==> src/rtl/hazard_pkg.sv <==
// Shared types and constants for the execute-stage hazard controller.
package hazard_pkg;

  typedef enum logic [1:0] {
    RUN   = 2'b00,
    STALL = 2'b01,
    FLUSH = 2'b10
  } hz_state_t;

  localparam logic [1:0] FWD_NONE = 2'b00;
  localparam logic [1:0] FWD_MEM  = 2'b01;
  localparam logic [1:0] FWD_WB   = 2'b10;

endpackage

==> src/rtl/fwd_select.sv <==
// Single-operand forwarding comparator: MEM beats WB, x0 is never forwarded.
module fwd_select
  import hazard_pkg::*;
#(
  parameter int unsigned REG_ADDR_W = 5
) (
  input  logic [REG_ADDR_W-1:0] rs_i,
  input  logic [REG_ADDR_W-1:0] mem_rd_i,
  input  logic                  mem_we_i,
  input  logic [REG_ADDR_W-1:0] wb_rd_i,
  input  logic                  wb_we_i,
  output logic [1:0]            sel_c_o
);

  always_comb begin
    sel_c_o = FWD_NONE;
    if (mem_we_i && (mem_rd_i != '0) && (mem_rd_i == rs_i)) begin
      sel_c_o = FWD_MEM;
    end else if (wb_we_i && (wb_rd_i != '0) && (wb_rd_i == rs_i)) begin
      sel_c_o = FWD_WB;
    end
  end

endmodule

==> src/rtl/ex_hazard_controller.sv <==
// EX-stage hazard controller: operand forwarding, load-use stall and
// misprediction flush sequencing, plus saturating event counters.
module ex_hazard_controller
  import hazard_pkg::*;
#(
  parameter int unsigned REG_ADDR_W        = 5,
  parameter int unsigned LOAD_STALL_CYCLES = 1,
  parameter int unsigned CNT_W             = 32
) (
  input  logic                  clk,
  input  logic                  reset,
  input  logic [REG_ADDR_W-1:0] id_rs1_addr,
  input  logic [REG_ADDR_W-1:0] id_rs2_addr,
  input  logic                  id_uses_rs1,
  input  logic                  id_uses_rs2,
  input  logic [REG_ADDR_W-1:0] ex_rs1_addr,
  input  logic [REG_ADDR_W-1:0] ex_rs2_addr,
  input  logic                  ex_valid,
  input  logic [REG_ADDR_W-1:0] ex_rd_addr,
  input  logic                  ex_mem_read,
  input  logic [REG_ADDR_W-1:0] mem_rd_addr,
  input  logic [REG_ADDR_W-1:0] wb_rd_addr,
  input  logic                  mem_reg_write,
  input  logic                  wb_reg_write,
  input  logic                  misprediction_i,
  input  logic                  perf_clear_i,
  output logic [1:0]            data_a_forward_sel,
  output logic [1:0]            data_b_forward_sel,
  output logic [1:0]            data_store_forward_sel,
  output logic                  stall_o,
  output logic                  bubble_o,
  output logic                  flush_o,
  output logic [1:0]            state_o,
  output logic [CNT_W-1:0]      stall_count_o,
  output logic [CNT_W-1:0]      flush_count_o
);

  localparam int unsigned STALL_CNT_W = 2;
  localparam logic [STALL_CNT_W-1:0] STALL_RELOAD = STALL_CNT_W'(LOAD_STALL_CYCLES - 1);

  hz_state_t               state_q, state_d;
  logic [STALL_CNT_W-1:0]  stall_cnt_q, stall_cnt_d;
  logic [CNT_W-1:0]        stall_count_q, stall_count_d;
  logic [CNT_W-1:0]        flush_count_q, flush_count_d;
  logic                    lu, mp;
  logic                    stall_c, bubble_c, flush_c;

  fwd_select #(.REG_ADDR_W(REG_ADDR_W)) u_fwd_a (
    .rs_i(ex_rs1_addr), .mem_rd_i(mem_rd_addr), .mem_we_i(mem_reg_write),
    .wb_rd_i(wb_rd_addr), .wb_we_i(wb_reg_write), .sel_c_o(data_a_forward_sel)
  );

  fwd_select #(.REG_ADDR_W(REG_ADDR_W)) u_fwd_b (
    .rs_i(ex_rs2_addr), .mem_rd_i(mem_rd_addr), .mem_we_i(mem_reg_write),
    .wb_rd_i(wb_rd_addr), .wb_we_i(wb_reg_write), .sel_c_o(data_b_forward_sel)
  );

  fwd_select #(.REG_ADDR_W(REG_ADDR_W)) u_fwd_st (
    .rs_i(ex_rs2_addr), .mem_rd_i(mem_rd_addr), .mem_we_i(mem_reg_write),
    .wb_rd_i(wb_rd_addr), .wb_we_i(wb_reg_write), .sel_c_o(data_store_forward_sel)
  );

  assign lu = ex_valid && ex_mem_read && (ex_rd_addr != '0) &&
              ((id_uses_rs1 && (id_rs1_addr == ex_rd_addr)) ||
               (id_uses_rs2 && (id_rs2_addr == ex_rd_addr)));
  assign mp = misprediction_i && ex_valid;

  // Next-state and hazard controls; FLUSH ignores mp so flushes are >= 2 cycles apart.
  always_comb begin
    state_d     = state_q;
    stall_cnt_d = stall_cnt_q;
    stall_c     = 1'b0;
    bubble_c    = 1'b0;
    flush_c     = 1'b0;
    unique case (state_q)
      RUN, FLUSH: begin
        state_d = RUN;
        if (mp && (state_q == RUN)) begin
          flush_c = 1'b1;
          state_d = FLUSH;
        end else if (lu) begin
          stall_c  = 1'b1;
          bubble_c = 1'b1;
          if (LOAD_STALL_CYCLES > 1) begin
            state_d     = STALL;
            stall_cnt_d = STALL_RELOAD;
          end
        end
      end
      STALL: begin
        if (mp) begin
          flush_c     = 1'b1;
          state_d     = FLUSH;
          stall_cnt_d = '0;
        end else begin
          stall_c  = 1'b1;
          bubble_c = 1'b1;
          if (stall_cnt_q <= STALL_CNT_W'(1)) begin
            state_d     = RUN;
            stall_cnt_d = '0;
          end else begin
            stall_cnt_d = stall_cnt_q - STALL_CNT_W'(1);
          end
        end
      end
      default: begin
        state_d     = RUN;
        stall_cnt_d = '0;
      end
    endcase
  end

  // Controls are held low while reset is asserted.
  assign stall_o  = stall_c && reset;
  assign bubble_o = bubble_c && reset;
  assign flush_o  = flush_c && reset;

  always_comb begin
    stall_count_d = stall_count_q;
    flush_count_d = flush_count_q;
    if (perf_clear_i) begin
      stall_count_d = '0;
      flush_count_d = '0;
    end else begin
      if (stall_o && !(&stall_count_q)) stall_count_d = stall_count_q + CNT_W'(1);
      if (flush_o && !(&flush_count_q)) flush_count_d = flush_count_q + CNT_W'(1);
    end
  end

  always_ff @(posedge clk or negedge reset) begin
    if (!reset) begin
      state_q       <= RUN;
      stall_cnt_q   <= '0;
      stall_count_q <= '0;
      flush_count_q <= '0;
    end else begin
      state_q       <= state_d;
      stall_cnt_q   <= stall_cnt_d;
      stall_count_q <= stall_count_d;
      flush_count_q <= flush_count_d;
    end
  end

  assign state_o       = state_q;
  assign stall_count_o = stall_count_q;
  assign flush_count_o = flush_count_q;

endmodule

==> config.mk <==
export PLATFORM = sky130hd
export DESIGN_NAME = ex_hazard_controller
export DESIGN_NICKNAME = d
export VERILOG_FILES = /design/src/rtl/hazard_pkg.sv /design/src/rtl/fwd_select.sv /design/src/rtl/ex_hazard_controller.sv
export SDC_FILE = /design/constraint.sdc
export NUM_CORES = 1
export LEC_CHECK = 0
export ABC_AREA = 1
export ABC_CLOCK_PERIOD_IN_PS = 3500
export CAP_MARGIN = 20
export CORE_MARGIN = 1
export CORE_UTILIZATION = 55
export DETAILED_ROUTE_END_ITERATION = 12
export PLACE_DENSITY = 0.95
export SLEW_MARGIN = 20
export SYNTH_ARGS = -nofsm -noshare
export SYNTH_HDL_FRONTEND = slang
export SYNTH_HIERARCHICAL = 1
export SYNTH_SLANG_ARGS = --single-unit
==> constraint.sdc <==
create_clock -name clk -period 3.5 [get_ports clk]
set_input_delay 0.7 -clock clk [delete_from_list [all_inputs] [get_ports clk]]
set_output_delay 0.7 -clock clk [all_outputs]
set_load 0.05 [all_outputs]
==> run_results.csv <==
group,metric,value,unit
outcome,status,"finished clean",
sta,fin_ws,652.4,ps
place,pre_cts_ws,672.3,ps
cts,clkTransAtPathRegs,70,ps
worst_setup_path,cp_max_fo,6,
sta,final.setup_skew,16.05,ps
grt,grt.overflow.total,0,
sta,worst_pin_slew,817.5,ps
cts,root_buffer,"clkbuf_8",
cts,cts.sinks,65,
logic_synthesis,yosysWarnings,6,
final_layout,nets,1113,
logic_synthesis,netlist_instances,953,
cts,hold_buffers,0,
power_and_ir_drop,p_per_area,247.8,nW/um2
worst_setup_path,start_kind,"primary input",
die,die_y,101.6,um
worst_setup_path,cp-end-kind,"primary output",
cts,cts_setup_buffers,0,
final_layout,filler_cell_count,786,
drt,vias_per_cell,5.229,
logic_synthesis,ys_ff_latch,65,
sta,slew_headroom,45.50,%
grt,grtUsageMet3,5.935,%
logic_synthesis,synth_nets,1000,
cts,clk_latency,360,ps
place,gp_congestion,0.9806,
die,dieArea,10330,um2
drt,first_pass_iters,5,
sta,period_minus_slack,2848,ps
grt,antenna_found_initial,1,
worst_setup_path,cp.arrival,2150,ps
sta,setup_viol,0,
logic_synthesis,synth.cell_area,5458,um2
sta,drv_slew,0,
drt,wl_per_cell,12.85,um
drt,wirelength,15.44,mm
flow_run,cap_violations,0,
grt,grt_pass1_vias,5506,
drt,ant_nets,0,
grt,grt_max_degree,66,
grt,top_usage_layer,"met2",
grt,grt_pass1_wl,25.17,mm
sta,tns,0,ps
worst_setup_path,worst-setup-path-type,"primary input to primary output",
place,numPortBuffers,118,
grt,gr-usage-met2,50.52,%
place,hpwlAfterDp,11.58,mm
die,num_io_pins,120,
cts,htreeDepth,3,
drt,drc_errors,0,
die,rows,35,
cts,post_cts_resized,0,
die,fp.dieW,101.6,um
cts,cts_max_path_buffers,2,
power_and_ir_drop,ir_drop,183.7,uV
sta,rsz0062_at_grt,"false",
die,initial_core_util,57.97,%
cts,cts_tree,"yes",
grt,grt.total_usage,30.59,%
sta,fmax,351.2,MHz
logic_synthesis,synth_cell_type_count,29,
logic_synthesis,seq_area_frac_synth,29.80,%
sta,min_period_over_period,81.36,%
worst_setup_path,crit_required,2800,ps
drt,vias,6280,
drt,drt_iter0_drc,366,
logic_synthesis,avgSynthCellArea,5.727,um2
die,coreArea,9415,um2
sta,final-hold-violation-count,0,
cts,cts_buffers,9,
min_path,hp-class,"register to register",
final_layout,drive_gt1_share,5.789,%
grt,grt_util_met1,39.78,%
final_layout,area_growth,26.64,%
power_and_ir_drop,p_leak,3.250,nW
metal layers:
layer  vias to the layer above  routed length, um  share of wire (%)
met1                      2801               6474                 42
met4                         0                401                2.6
met3                        35               1253                8.1
li1                       3136                  -                  -
met2                       308               7306                 47
met5                         -                  0                  0
synth_stat cells:
library cell | number | share of area, %
nand2_2 | 10 | 1.1
buf_4 | 5 | 0.69
nand2_1 | 390 | 27
inv_1 | 99 | 6.8
a211oi_1 | 1 | 0.14
a21oi_1 | 3 | 0.28
dfrtp_1 | 65 | 30
nand3_2 | 1 | 0.18
buf_6 | 6 | 1.2
buf_2 | 2 | 0.18
nor3_1 | 4 | 0.37
a21boi_0 | 3 | 0.41
inv_2 | 6 | 0.41
nand3_1 | 100 | 9.2
o21ai_1 | 4 | 0.37
nand3b_1 | 1 | 0.14
clkbuf_1 | 8 | 0.55
nand4_1 | 4 | 0.46
o21ai_0 | 16 | 1.5
nor2_2 | 8 | 0.92
xnor2_1 | 13 | 2.1
nor2_4 | 3 | 0.62
conb_1 | 1 | 0.069
xor2_1 | 16 | 2.6
nor2_1 | 178 | 12
ha_1 | 2 | 0.46
clkinv_4 | 1 | 0.16
and2_1 | 1 | 0.11
buf_1 | 2 | 0.14
kinds of logic after synthesis:
| logic type | synth area share, % |
|---|---|
| XOR/XNOR | 4.654 |
| other | 0.06871 |
| flip-flops | 29.80 |
| AND/OR/NAND/NOR | 52.18 |
| adder cells (fa/ha/maj) | 0.4584 |
| AO/OA/AOI/OAI | 2.659 |
| buffers and inverters | 10.18 |
power by group:
part	leakage (nW)	internal, mW	switching (mW)	total, mW
registers	0.905	0.756	0.00674	0.763
logic	2.24	0.0979	0.173	0.271
clock network	0.104	0.336	0.344	0.679
sequential cells by signal, summed over array words and instances, names as in the netlist:
name,count
stall_count_o,32
flush_count_o,32
state_o,1
layout make-up:
class                      instances  area, um2  area share, %
multi-input combinational        759       3276          47.39
sequential                        65       1627          23.53
timing repair buffer             125       1244          17.99
inverter                         106      402.9          5.829
tap                              129      161.4          2.335
clock buffer                       9      123.9          1.792
clock inverter                     7      75.07          1.086
antenna                            1      2.502        0.03621
metrics by stage:
| stage | total power [mW] | hold WS (ps) | utilization, % | std cells | area (um2) |
|---|---|---|---|---|---|
| 3_5_place_dp | 1.045 | 560.7 | 71.27 | 1184 | 6710 |
| 4_1_cts | 1.719 | 571.8 | 73.38 | 1200 | 6909 |
| 3_3_place_gp | 1.039 | 526.5 | 71.27 | 1184 | 6710 |
| 2_1_floorplan | 0.9243 | 404.4 | - | 953 | 5458 |
| 5_1_grt | 1.776 | 590.0 | 73.41 | 1201 | 6912 |
| 6_report | 1.712 | 560.4 | 73.41 | 1201 | 6912 |
layout by cell type, fill, tap and decap left out, types with 2 or more instances in the layout:
master	Yosys	layout
nor2_1	178	178
ha_1	2	2
clkbuf_8	0	9
a21boi_0	3	3
nand3_1	100	100
nor3_1	4	4
nor2_4	3	3
buf_12	0	3
clkinv_2	0	2
nor2_2	8	8
a21oi_1	3	3
inv_2	6	6
xnor2_1	13	13
o21ai_1	4	4
nand2_1	390	390
clkinv_4	1	2
clkdlybuf4s50_1	0	108
o21ai_0	16	16
xor2_1	16	16
buf_4	5	13
nand4_1	4	4
dfrtp_1	65	65
nand2_2	10	10
inv_1	99	98
inv_6	0	3
worst paths after layout:
| path | cells after the start | slack, ps | startpoint | end |
|---|---|---|---|---|
| min | 3 | 560 | state_o[1]$_DFF_PN0_ | state_o[1]$_DFF_PN0_ |
| min reg2reg | 3 | 560 | state_o[1]$_DFF_PN0_ | state_o[1]$_DFF_PN0_ |
| min in group asynchronous | 2 | 570 | reset | stall_count_o[30]$_DFFE_PN0P_ |
| max | 8 | 650 | wb_rd_addr[0] | data_b_forward_sel[1] |
| max in group asynchronous | 2 | 2380 | reset | state_o[1]$_DFF_PN0_ |
| max reg2reg | 11 | 990 | stall_count_o[0]$_DFFE_PN0P_ | stall_count_o[31]$_DFFE_PN0P_ |
critical path, stage by stage:
cell and delay (ps):
clkdlybuf4s50_1 590, inv_1 70, a21boi_0 170, nand2_1 70
nor2_1 130, nand3_1 110, nor2_1 110, buf_4 200
No activity file was read; power rests on OpenSTA's default activity.
